[src/rtl/thumb_pkg.sv]
// thumb_pkg: shared Thumb length-decode constants, fetch FSM encoding and reset PC default
package thumb_pkg;
  localparam logic [4:0] T32_A = 5'b11101;
  localparam logic [4:0] T32_B = 5'b11110;
  localparam logic [4:0] T32_C = 5'b11111;
  localparam logic [31:0] RESET_PC_DEF = 32'h0000_0000;
  typedef enum logic [1:0] {F_REQ, F_WAIT, F_SQUASH} fetch_state_t;
  function automatic logic is_thumb32(input logic [15:0] hw);
    return hw[15:11] inside {T32_A, T32_B, T32_C};
  endfunction
endpackage

[src/rtl/hw_queue.sv]
// hw_queue: halfword FIFO with push-1/push-2, pop-1/pop-2, flush and occupancy count
module hw_queue #(
  parameter int DEPTH = 4
) (
  input  logic                       clk,
  input  logic                       rst,
  input  logic                       flush,
  input  logic [1:0]                 push_n,
  input  logic [31:0]                push_data,
  input  logic [1:0]                 pop_n,
  output logic [15:0]                head0,
  output logic [15:0]                head1,
  output logic [$clog2(DEPTH):0]     count
);
  localparam int AW = $clog2(DEPTH);
  logic [15:0] mem [DEPTH];
  logic [AW-1:0] rp, wp;
  assign head0 = mem[rp];
  assign head1 = mem[rp + AW'(1)];
  always_ff @(posedge clk) begin
    if (rst || flush) begin
      rp <= '0;
      wp <= '0;
      count <= '0;
    end else begin
      if (push_n != 2'd0) mem[wp] <= push_data[15:0];
      if (push_n == 2'd2) mem[wp + AW'(1)] <= push_data[31:16];
      wp <= wp + AW'(push_n);
      rp <= rp + AW'(pop_n);
      count <= count + (AW+1)'(push_n) - (AW+1)'(pop_n);
    end
  end
endmodule

[src/rtl/thumb_fetch_unit.sv]
// thumb_fetch_unit: flash word fetch, halfword buffering and Thumb-16/32 issue to the instruction register
module thumb_fetch_unit
  import thumb_pkg::*;
#(
  parameter logic [31:0] RESET_PC  = RESET_PC_DEF,
  parameter int          QDEPTH_HW = 4
) (
  input  logic        clk,
  input  logic        rst,
  output logic        flash_rd,
  output logic [31:0] flash_addr,
  input  logic        flash_ack,
  input  logic        flash_valid,
  input  logic [31:0] flash_rdata,
  input  logic        branch_en,
  input  logic [31:0] branch_target,
  input  logic        stall,
  output logic [31:0] ir_word,
  output logic        ld_ir,
  output logic [31:0] instr_pc,
  output logic        instr_is32
);
  localparam int CW = $clog2(QDEPTH_HW) + 1;
  fetch_state_t state, state_nx;
  logic [31:0] fetch_pc, issue_pc, push_data;
  logic [CW-1:0] count;
  logic [15:0] head0, head1;
  logic [1:0] push_n, pop_n;
  logic run, room, head32, issue, push_ok;
  hw_queue #(.DEPTH(QDEPTH_HW)) u_q (
    .clk(clk), .rst(rst), .flush(branch_en), .push_n(push_n), .push_data(push_data),
    .pop_n(pop_n), .head0(head0), .head1(head1), .count(count)
  );
  always_comb begin
    room = (CW'(QDEPTH_HW) - count) >= CW'(2);
    flash_rd = run && state == F_REQ && room;
    flash_addr = fetch_pc & ~32'h3;
    head32 = is_thumb32(head0);
    issue = !stall && !ld_ir && !branch_en && count >= (head32 ? CW'(2) : CW'(1));
    push_ok = state == F_WAIT && flash_valid && !branch_en;
    push_n = !push_ok ? 2'd0 : fetch_pc[1] ? 2'd1 : 2'd2;
    push_data = fetch_pc[1] ? {16'h0, flash_rdata[31:16]} : flash_rdata;
    pop_n = !issue ? 2'd0 : head32 ? 2'd2 : 2'd1;
  end
  // a request accepted in the same cycle as a branch carries the old address, so its reply is squashed
  always_comb begin
    state_nx = state;
    case (state)
      F_REQ:    if (flash_rd && flash_ack) state_nx = branch_en ? F_SQUASH : F_WAIT;
      F_WAIT:   state_nx = flash_valid ? F_REQ : branch_en ? F_SQUASH : F_WAIT;
      F_SQUASH: if (flash_valid) state_nx = F_REQ;
      default:  state_nx = F_REQ;
    endcase
  end
  always_ff @(posedge clk) begin
    if (rst) begin
      state <= F_REQ;
      run <= 1'b0;
      fetch_pc <= RESET_PC & ~32'h1;
      issue_pc <= RESET_PC & ~32'h1;
      ld_ir <= 1'b0;
      ir_word <= '0;
      instr_pc <= '0;
      instr_is32 <= 1'b0;
    end else begin
      state <= state_nx;
      run <= 1'b1;
      ld_ir <= issue;
      if (branch_en) begin
        fetch_pc <= branch_target & ~32'h1;
        issue_pc <= branch_target & ~32'h1;
      end else if (push_ok) begin
        fetch_pc <= flash_addr + 32'd4;
      end
      if (issue) begin
        ir_word <= head32 ? {head0, head1} : {16'h0, head0};
        instr_pc <= issue_pc;
        instr_is32 <= head32;
        issue_pc <= issue_pc + (head32 ? 32'd4 : 32'd2);
      end
    end
  end
endmodule
[config.mk]
export PLATFORM = sky130hd
export DESIGN_NAME = thumb_fetch_unit
export DESIGN_NICKNAME = d
export VERILOG_FILES = /design/src/rtl/thumb_pkg.sv /design/src/rtl/hw_queue.sv /design/src/rtl/thumb_fetch_unit.sv
export SDC_FILE = /design/constraint.sdc
export NUM_CORES = 1
export LEC_CHECK = 0
export ABC_CLOCK_PERIOD_IN_PS = 3800
export CAP_MARGIN = 25
export CORE_ASPECT_RATIO = 0.9
export CORE_MARGIN = 8
export CORE_UTILIZATION = 51
export CTS_BUF_LIST = sky130_fd_sc_hd__clkbuf_8
export CTS_CLUSTER_DIAMETER = 100
export CTS_CLUSTER_SIZE = 24
export DETAILED_ROUTE_END_ITERATION = 10
export PLACE_DENSITY = 0.79
export SYNTH_ARGS = -nofsm -noshare
export SYNTH_HDL_FRONTEND = slang
export SYNTH_SLANG_ARGS = --single-unit
[constraint.sdc]
create_clock -name clk -period 3.8 [get_ports clk]
set_clock_uncertainty 0.1 [all_clocks]
set_input_delay 1.14 -clock clk [delete_from_list [all_inputs] [get_ports clk]]
set_output_delay 1.14 -clock clk [all_outputs]
set_load 0.01 [all_outputs]
Word level (Yosys, flattened, before mapping)
Memories as Yosys holds them, arrays and structs flattened. A register that Yosys moved wholly into a read port is not among the register bits. Cells that the tools add are included.

Word-level logic and storage cells: 76. Bits of input ports: 70. Memory bits (writable): 64. Output and inout port bits: 99. Register bits: 140. Memories kept: 1.

Memory list: u_q.mem (words 4, width 16, rd ports 2, clocked after memory_dff 1, write ports 2, RTL line hw_queue.sv:16) `logic [15:0] mem [DEPTH];`.

Equality and inequality tests: 8. Magnitude comparators: 2. Reduce and logical (&&, ||, !) cells: 19. Add/sub/neg operators: 9. Multiplexer cells: 25.

Operators by type and width (count): 2-to-1 mux 32 bit (6); adder 32 x 3 -> 32 bit (1); adder 32 x 3 -> 32 bit, second input constant (1); 2-to-1 mux 2 bit (10); equality test 5 bit, second input constant (3); logical AND 1 bit (8); 2-to-1 mux 1 bit (7); one-hot mux 2 bit (3 select lines) (1); nonzero test 2 bit (3); adder 2 x 1 -> 2 bit, second input constant (2); adder 2 bit (2); equality test 2 bit, second input constant (2); adder 3 x 2 -> 3 bit (1); greater-or-equal comparator 3 x 2 -> 1 bit (1); greater-or-equal comparator 3 x 2 -> 1 bit, second input constant (1); logical NOT 1 bit (3); 2-to-1 mux 3 bit (1); nonzero test 3 bit (1); subtractor 3 x 2 -> 3 bit (1); subtractor 3 bit, first input constant (1); equality test 2 x 1 -> 1 bit, second input constant (1); logical NOT 2 bit (1); inequality test 2 x 1 -> 1 bit, second input constant (1); inequality test 2 bit, second input constant (1); other kinds (3) (3).

Depth between registers and ports, before layout
Gate-level depths: netlist (run 1).

Word-level depth: 8. Mapped depth: 17. Mapped depth without buffers: 15.

Modules after synthesis
Synthesis (run 1) repeated with hierarchy kept, for this count alone.

Cell total of the unflattened synthesis: 1036. Area total of the unflattened synthesis: 10631.4 um^2.

Modules (own cells, without submodules): thumb_fetch_unit (times used 1, cells an instance 814, seq. area each 2602.5 um^2, area an instance 6692.7 um^2); hw_queue (times used 1, cells an instance 222, seq. area each 2062.0 um^2, area an instance 3938.8 um^2).

Worst setup path before layout (run 1)
No wires, ideal clock.

Path kind: register -> register. Start point: register u_q.rp[0] (netlist name). End point: register u_q.count[2]. Clock period less this slack: 3859 ps. Slack: -59 ps. Data required time: 3581 ps. Stages on the path, launching flop included: 17. Arrival: 3640 ps. Library setup time: 119 ps. Buffers on the path: 2. Cells stage by stage: dfxtp_1 -> buf_6 -> mux4_2 -> or2_1 -> o21a_4 -> inv_2 -> buf_2 -> ha_1 -> nor3_1 -> nand2b_1 -> nor2_1 -> fa_1 -> inv_1 -> fa_1 -> xor2_1 -> xnor2_1 -> nor2_1.

RTL lines: end signal: assignment (RTL line hw_queue.sv:30) `count <= count + (AW+1)'(push_n) - (AW+1)'(pop_n);`; end: declaration (RTL line hw_queue.sv:13) `output logic [$clog2(DEPTH):0] count`.

==> results_dict.tcl, run 1 <==
set metrics [dict create \
    yosys-top-cells-area "sky130_fd_sc_hd__dfxtp_1 (26%), sky130_fd_sc_hd__edfxtp_1 (18%), sky130_fd_sc_hd__mux2_2 (6.8%)" \
    final_setup_violations 0 \
    initial_utilization_pct 51.7 \
    final_weighted_congestion_of_routability_driven_global_placement 0.897 \
    dp.final_hpwl_mm 22.2 \
    post_cts_hold_buffer_count 0 \
    arrival_worst_endpoint_ns 3.95 \
    drc 0 \
    global_route_wire_length_before_repair_mm 47.7 \
    stdcell_count 1544 \
    reg2reg_from "u_q.rp[0]" \
    synth_top_family_by_area "compound AO/OA/AOI/OAI gates" \
    tritoncts_clock_tree "built" \
    grt_antenna_before_repair 1 \
    cts_root_buffer "sky130_fd_sc_hd__clkbuf_8" \
    layout.nets 1334 \
    num_antenna_cells 0 \
    fp-row-count 50 \
    cts_buffer_depth 3 \
    number_of_global_route_vias_before_repair 8615 \
    synthToLayoutAreaGrowth_pct 18.3 \
    timing.critical_path.to_type "register" \
    power_density_nw_per_um2 302 \
    synth-seq-cells 201 \
    yosys.area_share.xor_xnor_pct 3.27 \
    cts_setup_buffers 0 \
    htree_num_levels 1 \
    rsz0062_at_grt "false" \
    detail_route.first_pass.iterations 5 \
    synth_area_per_cell_sq_um 9.29 \
    grt.overflow.total 0 \
    layout_worst_path_cycle_share_pct 95.3 \
    tightestPinTransition_ns 1.05 \
    placedCellCount 1526 \
    run_status "finished, final reports clean" \
    timing.final.max_slew_violations 0 \
    clock_transition_at_path_regs_ns 0.15 \
    hold_viol_final 0 \
    achievable-frequency_ghz 0.276 \
    cp_max_fo 5 \
    design.die.area_sq_um 25900 \
    fraction_of_layout_cells_with_a_size_suffix_above_1_pct 11.5 \
    postRouteAntennaNets 0 \
    cts_inserted_buffers 12 \
    startpoint "u_q.rp[0]" \
    via_per_inst 5.93 \
    worstSkewPairLatency_ns 0.52 \
    worstSetupPathType "reg2reg" \
    route.final.wire_length_mm 30.6 \
    floorplan.io_pins 169 \
    clkPwrFrac_pct 26.7 \
    netlist_area_sq_um 10700 \
    power.leakage_nw 4.33 \
    fillers 1782 \
    yosysTopAreaCell "sky130_fd_sc_hd__dfxtp_1" \
    synth-async-reset-ratio_pct 0 \
    clkSinkCount 201 \
    final_cell_area_sq_um 12700 \
    chipWidth_microns 169 \
    hold_start "instr_pc[15]" \
    drt_iter0_markers 868 \
    detailroute.via_count 9154 \
    synthDistinctLibCells 73 \
    total_switching_power_mw 0.981 \
    pwr-share-seq_pct 61.2 \
    timing.final.crit_period_ns 3.62 \
    synth_top_area_share_pct 25.6 \
    max-cap-violations 0 \
    synth-compound-area-share_pct 18.0 \
    yosys_warnings 0 \
    post_cts_resized 0 \
    synth_adder_area_share_pct 1.19 \
    setup.worst_path.start_class "register" \
    required_ns 4.13 \
    detailed_place.area_sq_um 12400 \
    intPower_mw 2.84 \
    synth_enable_flop_cells 64 \
    power.switching_fraction_pct 25.7 \
    maxSlewHeadroom_pct 29.8 \
    pwr-share-comb_pct 12.1 \
    synthSimpleGateAreaFrac_pct 16.9 \
    synth_top_flop_cell "sky130_fd_sc_hd__dfxtp_1" \
    coreArea_sq_um 20700 \
    synth_seq_area_share_pct 43.6 \
    synth_mux_area_share_pct 10.1 \
    layout.core_utilization_pct 61.1 \
    track_usage_pct 22.6 \
    final_total_negative_setup_slack_ns 0 \
    grt_start_max_net_pins 77 \
    post_synth_inst_count 1152 \
    place.port_buffers 164 \
    hold_path_class "reg2reg" \
    drt-wirelength-per-cell_microns 19.8 \
    ir_drop_mv 0.322 \
    floorplan.die.height_microns 153 \
]
[critical path, stage by stage, from the launching register on]
cell and delay [ns]:
sky130_fd_sc_hd__dfxtp_4 0.41, sky130_fd_sc_hd__mux4_2 0.54, sky130_fd_sc_hd__or2_1 0.27, sky130_fd_sc_hd__o21a_4 0.14, sky130_fd_sc_hd__inv_2 0.07, sky130_fd_sc_hd__ha_4 0.23
sky130_fd_sc_hd__nor3_4 0.16, sky130_fd_sc_hd__nand2b_1 0.16, sky130_fd_sc_hd__nor2_1 0.08, sky130_fd_sc_hd__fa_1 0.50, sky130_fd_sc_hd__inv_1 0.05, sky130_fd_sc_hd__fa_1 0.46
sky130_fd_sc_hd__xor2_2 0.17, sky130_fd_sc_hd__xnor2_1 0.15, sky130_fd_sc_hd__nor2_1 0.05
[stage by stage]
stage / power, mW / setup WS (ns) / hold slack (ns)
final: 3.82 / 0.178 / 0.358
after detailed placement: 2.84 / -0.00122 / 0.344
after floorplan: 2.64 / 0.0664 / 0.346
after CTS: 3.83 / 0.0283 / 0.361
after global placement: 2.83 / 0.0497 / 0.339
after global routing: 3.95 / 0.00184 / 0.374
[Yosys cell counts, types with 8 or more instances]
| master | instances |
|---|---|
| sky130_fd_sc_hd__o31ai_1 | 8 |
| sky130_fd_sc_hd__a211oi_1 | 10 |
| sky130_fd_sc_hd__buf_4 | 35 |
| sky130_fd_sc_hd__clkbuf_1 | 50 |
| sky130_fd_sc_hd__mux2i_1 | 30 |
| sky130_fd_sc_hd__dfxtp_1 | 137 |
| sky130_fd_sc_hd__edfxtp_1 | 64 |
| sky130_fd_sc_hd__nand3_1 | 18 |
| sky130_fd_sc_hd__nor2_1 | 54 |
| sky130_fd_sc_hd__a31oi_1 | 26 |
| sky130_fd_sc_hd__xnor2_1 | 21 |
| sky130_fd_sc_hd__o21a_1 | 18 |
| sky130_fd_sc_hd__a21boi_0 | 15 |
| sky130_fd_sc_hd__nor4_1 | 10 |
| sky130_fd_sc_hd__a21oi_1 | 67 |
| sky130_fd_sc_hd__nor3_1 | 36 |
| sky130_fd_sc_hd__and2_1 | 9 |
| sky130_fd_sc_hd__o21ai_0 | 68 |
| sky130_fd_sc_hd__xor2_1 | 19 |
| sky130_fd_sc_hd__buf_2 | 18 |
| sky130_fd_sc_hd__inv_1 | 29 |
| sky130_fd_sc_hd__o221ai_1 | 15 |
| sky130_fd_sc_hd__nand4_1 | 20 |
| sky130_fd_sc_hd__o2111ai_1 | 13 |
| sky130_fd_sc_hd__nand2_1 | 143 |
| sky130_fd_sc_hd__mux2_2 | 65 |
| sky130_fd_sc_hd__and3_1 | 36 |
| sky130_fd_sc_hd__and4_1 | 12 |
[worst paths after layout]
| path | end | slack, ns | cells past startpoint |
|---|---|---|---|
| min reg2reg | instr_pc[15] | 0.36 | 2 |
| max | u_q.count[2] | 0.18 | 14 |
| min | instr_pc[15] | 0.36 | 2 |
| max reg2reg | u_q.count[2] | 0.18 | 14 |
[placed cells by master (no fill, tap or decap), types with 8 or more instances in the layout]
cell | Yosys | layout
sky130_fd_sc_hd__buf_4 | 35 | 36
sky130_fd_sc_hd__mux2i_1 | 30 | 30
sky130_fd_sc_hd__a21boi_0 | 15 | 15
sky130_fd_sc_hd__nand4_1 | 20 | 20
sky130_fd_sc_hd__and4_1 | 12 | 12
sky130_fd_sc_hd__clkbuf_8 | 0 | 13
sky130_fd_sc_hd__inv_1 | 29 | 32
sky130_fd_sc_hd__clkdlybuf4s50_1 | 0 | 163
sky130_fd_sc_hd__edfxtp_1 | 64 | 64
sky130_fd_sc_hd__a21oi_1 | 67 | 67
sky130_fd_sc_hd__dfxtp_1 | 137 | 133
sky130_fd_sc_hd__o31ai_1 | 8 | 8
sky130_fd_sc_hd__nor3_1 | 36 | 34
sky130_fd_sc_hd__o221ai_1 | 15 | 15
sky130_fd_sc_hd__o21ai_0 | 68 | 68
sky130_fd_sc_hd__xnor2_1 | 21 | 21
sky130_fd_sc_hd__nand2_1 | 143 | 143
sky130_fd_sc_hd__and3_1 | 36 | 36
sky130_fd_sc_hd__mux2_2 | 65 | 65
sky130_fd_sc_hd__nor2_1 | 54 | 54
sky130_fd_sc_hd__o2111ai_1 | 13 | 13
sky130_fd_sc_hd__nand3_1 | 18 | 18
sky130_fd_sc_hd__xor2_1 | 19 | 18
sky130_fd_sc_hd__a211oi_1 | 10 | 10
sky130_fd_sc_hd__nor4_1 | 10 | 10
sky130_fd_sc_hd__and2_1 | 9 | 9
sky130_fd_sc_hd__o21a_1 | 18 | 18
sky130_fd_sc_hd__a31oi_1 | 26 | 24
[area by class of cell]
| class | instances | area, sq um | area share [%] |
|---|---|---|---|
| repair buffers | 202 | 1940 | 15.3 |
| inverters | 31 | 116 | 0.919 |
| clock inverters | 4 | 27.5 | 0.217 |
| flip-flops and latches | 201 | 4670 | 36.9 |
| well taps | 286 | 358 | 2.83 |
| clock buffers | 13 | 179 | 1.41 |
| multi-input cells | 807 | 5370 | 42.4 |
[power by group through the flow]
stage | Clock [mW] | Combinational (mW) | Sequential (mW)
after floorplan | 0 | 0.275 | 2.36
after global placement | 0 | 0.446 | 2.38
after detailed placement | 0 | 0.456 | 2.38
after CTS | 1.04 | 0.459 | 2.34
after global routing | 1.11 | 0.497 | 2.35
final | 1.02 | 0.463 | 2.34
[kinds of logic (layout without fill, tap and decap cells)]
logic type | Yosys count | in the layout
simple gates | 369 | 369
compound gates | 288 | 289
flops | 201 | 201
buf+inv | 147 | 250
mux | 97 | 97
xor+xnor | 40 | 40
fa+ha+maj | 9 | 9
other cells | 1 | 3
[state kept, by name (all words and copies together), names as in the netlist]
register / count
instr_is32: 1
state: 2
issue_pc: 31
instr_pc: 31
u_q.wp: 2
u_q.mem: 64
fetch_pc: 31
run: 1
u_q.count: 3
u_q.rp: 2
ld_ir: 1
ir_word: 32
[metal layers]
metal | up-vias | GRT usage (%) | part of all wire [%] | wire length [microns]
li1 | 4411 | - | - | -
met1 | 4347 | 30.5 | 44 | 13400
met2 | 340 | 36.1 | 46 | 14100
met3 | 56 | 3.71 | 7.0 | 2130
met4 | 0 | 7.73 | 3.3 | 998
met5 | - | 0 | 0 | 0
Power figures use the tool's default switching activity.
==> run 2, diff against run 1 <==
CORE_ASPECT_RATIO = default   (was 0.9)
==> run 2 against run 1 <==
Against the previous run:
- flip-flop and latch count stayed put
- worst setup slack worse by 0.020 ns
- fmax is 0.55% lower
- first-iteration DRC count is 7.1% higher
- highest routed layer unchanged
==> results_dict.tcl, run 2 (synthesis results as in run 1) <==
set metrics [dict create \
    worstSetupPathType "reg2out" \
    final_setup_violations 0 \
    number_of_global_route_vias_before_repair 8916 \
    route.final.wire_length_mm 30.4 \
    timing.critical_path.to "flash_rd" \
    timing.critical_path.to_type "output port" \
    htree_num_levels 1 \
    postRouteAntennaNets 0 \
    stdcell_count 1536 \
    grt_antenna_before_repair 0 \
    largest_register_ff_count 64 \
    arrival_worst_endpoint_ns 2.40 \
    cp.buffers_inverters 2 \
    tritoncts_clock_tree "built" \
    ir_drop_mv 0.268 \
    critical_path.slowest_cell "sky130_fd_sc_hd__clkdlybuf4s50_1" \
    dp.final_hpwl_mm 20.8 \
    layout.core_utilization_pct 61.1 \
    p_total_mw 3.89 \
    floorplan.io_pins 169 \
    drt_iter0_markers 930 \
    run_status "finished, final reports clean" \
    startpoint "u_q.count[0]" \
    hold_viol_final 0 \
    required_ns 2.56 \
    timing.final.crit_period_ns 3.64 \
    reg2reg_from "u_q.mem[0][11]" \
    rsz0062_at_grt "false" \
    global_route_wire_length_before_repair_mm 47.6 \
    final_common_cell "sky130_fd_sc_hd__clkdlybuf4s50_1" \
    power.leakage_nw 4.36 \
    floorplan.die.height_microns 161 \
    fp-row-count 53 \
    critical-path-max-stage-delay_ns 0.56 \
    layout.nets 1337 \
    clock_transition_at_path_regs_ns 0.14 \
    cts_setup_buffers 0 \
    chipWidth_microns 161 \
    detailed_place.area_sq_um 12400 \
    max-cap-violations 0 \
    cts_buffer_depth 3 \
    crit_path_cell_trace "inv_1 > ha_1 > xor2_1 > nor3_1 > nor3b_2 > nor2b_1 > clkdlybuf4s50_1" \
    via_per_inst 6.11 \
    worstSkewPairLatency_ns 0.53 \
    drt-wirelength-per-cell_microns 19.8 \
    power_density_nw_per_um2 306 \
    layout_worst_path_cycle_share_pct 95.8 \
    place.port_buffers 164 \
    cts_inserted_buffers 12 \
    grt_start_max_net_pins 78 \
    placedCellCount 1517 \
    detail_route.first_pass.iterations 5 \
    tightestPinTransition_ns 0.905 \
    hold_path_class "reg2reg" \
    synthToLayoutAreaGrowth_pct 18.8 \
    setup.worst_path.start_class "register" \
    achievable-frequency_ghz 0.275 \
    clkSinkCount 201 \
    final_weighted_congestion_of_routability_driven_global_placement 0.873 \
    fraction_of_layout_cells_with_a_size_suffix_above_1_pct 11.9 \
    track_usage_pct 22.4 \
    design.die.area_sq_um 25900 \
    drc 0 \
    detailroute.via_count 9382 \
    post_cts_hold_buffer_count 0 \
    crit_cells 7 \
    timing.final.max_slew_violations 0 \
    layout_setup_ws_ns 0.158 \
    maxSlewHeadroom_pct 39.6 \
    top_regs "u_q.mem x64, ir_word x32" \
    layout_common_cells "sky130_fd_sc_hd__clkdlybuf4s50_1 (163), sky130_fd_sc_hd__nand2_1 (143), sky130_fd_sc_hd__dfxtp_1 (133)" \
    worstHoldPathCells 2 \
    initial_utilization_pct 51.4 \
    worst_case_reg_to_reg_path_depth 14 \
    worst_path_dominant_cell_family "buffers and inverters" \
    rr_endpoint "u_q.count[2]" \
    cts_root_buffer "sky130_fd_sc_hd__clkbuf_8" \
    grt.overflow.total 0 \
    cp_max_fo 5 \
    pre_cts_ws_ns -0.0264 \
    coreArea_sq_um 20800 \
    final_cell_area_sq_um 12700 \
    num_antenna_cells 0 \
    timing.reg2reg.setup_slack_ns 0.25 \
    regMostFlops "u_q.mem" \
]
==> run 2: changes by cell type in the layout (fill, tap and decap cells not counted), sizes merged <==
cell and delta:
bufinv +1, buf +3, clkinv +1, inv -2
==> run 2: final cells by class <==
class	count	area, sq um
Tap cell	275	344
Timing Repair Buffer	205	1980
Sequential cell	201	4670
Multi-Input combinational cell	807	5370
Clock inverter	4	53.8
Fill cell	1837	8110
Inverter	31	116
Clock buffer	13	179
==> run 2: worst min path at each step <==
stage,start,to
after detailed placement,instr_pc[4],instr_pc[4]
after global placement,instr_pc[5],instr_pc[5]
after floorplan,issue_pc[27],instr_pc[27]
final,instr_pc[11],instr_pc[11]
after CTS,instr_pc[4],instr_pc[4]
after global routing,instr_pc[13],instr_pc[13]
==> run 2: routing by layer <==
layer / share of wire [%] / wire length, microns / GRT usage [%] / vias to the layer above
met3: 7.1 / 2160 / 3.15 / 96
met1: 40 / 12100 / 27.6 / 4460
met4: 5.0 / 1520 / 10.3 / 0
li1: - / - / - / 4398
met2: 48 / 14700 / 38.0 / 428
met5: 0 / 0 / 0 / -
==> run 2: report_power, final <==
group	internal, mW	switching [mW]	total, mW
clock network	0.394	0.694	1.09
registers	2.27	0.0668	2.34
logic	0.241	0.225	0.466
total	2.91	0.986	3.89
==> run 2: what timing repair did <==
item | in CTS | in global routing
resized for setup | 1 | 7
gates cloned | 1 | 0
pin swaps | 0 | 0
endpoints found under the setup margin | 5 | 6
==> run 2: through the flow <==
step / hold slack, ns / setup TNS, ns
5_1_grt: 0.383 / 0
3_3_place_gp: 0.339 / 0
4_1_cts: 0.361 / 0
6_report: 0.358 / 0
2_1_floorplan: 0.346 / 0
3_5_place_dp: 0.343 / -0.300
==> run 2: worst reg2reg max path: stages, from the launching register on <==
cell and delay (ns):
sky130_fd_sc_hd__edfxtp_1 0.43, sky130_fd_sc_hd__mux4_2 0.47, sky130_fd_sc_hd__or2_1 0.27, sky130_fd_sc_hd__o21a_4 0.14, sky130_fd_sc_hd__inv_2 0.07, sky130_fd_sc_hd__ha_4 0.23
sky130_fd_sc_hd__nor3_4 0.15, sky130_fd_sc_hd__nand2b_4 0.17, sky130_fd_sc_hd__nor2_1 0.06, sky130_fd_sc_hd__fa_1 0.50, sky130_fd_sc_hd__inv_1 0.06, sky130_fd_sc_hd__fa_1 0.43
sky130_fd_sc_hd__xor2_1 0.19, sky130_fd_sc_hd__xnor2_1 0.14, sky130_fd_sc_hd__nor2_1 0.05
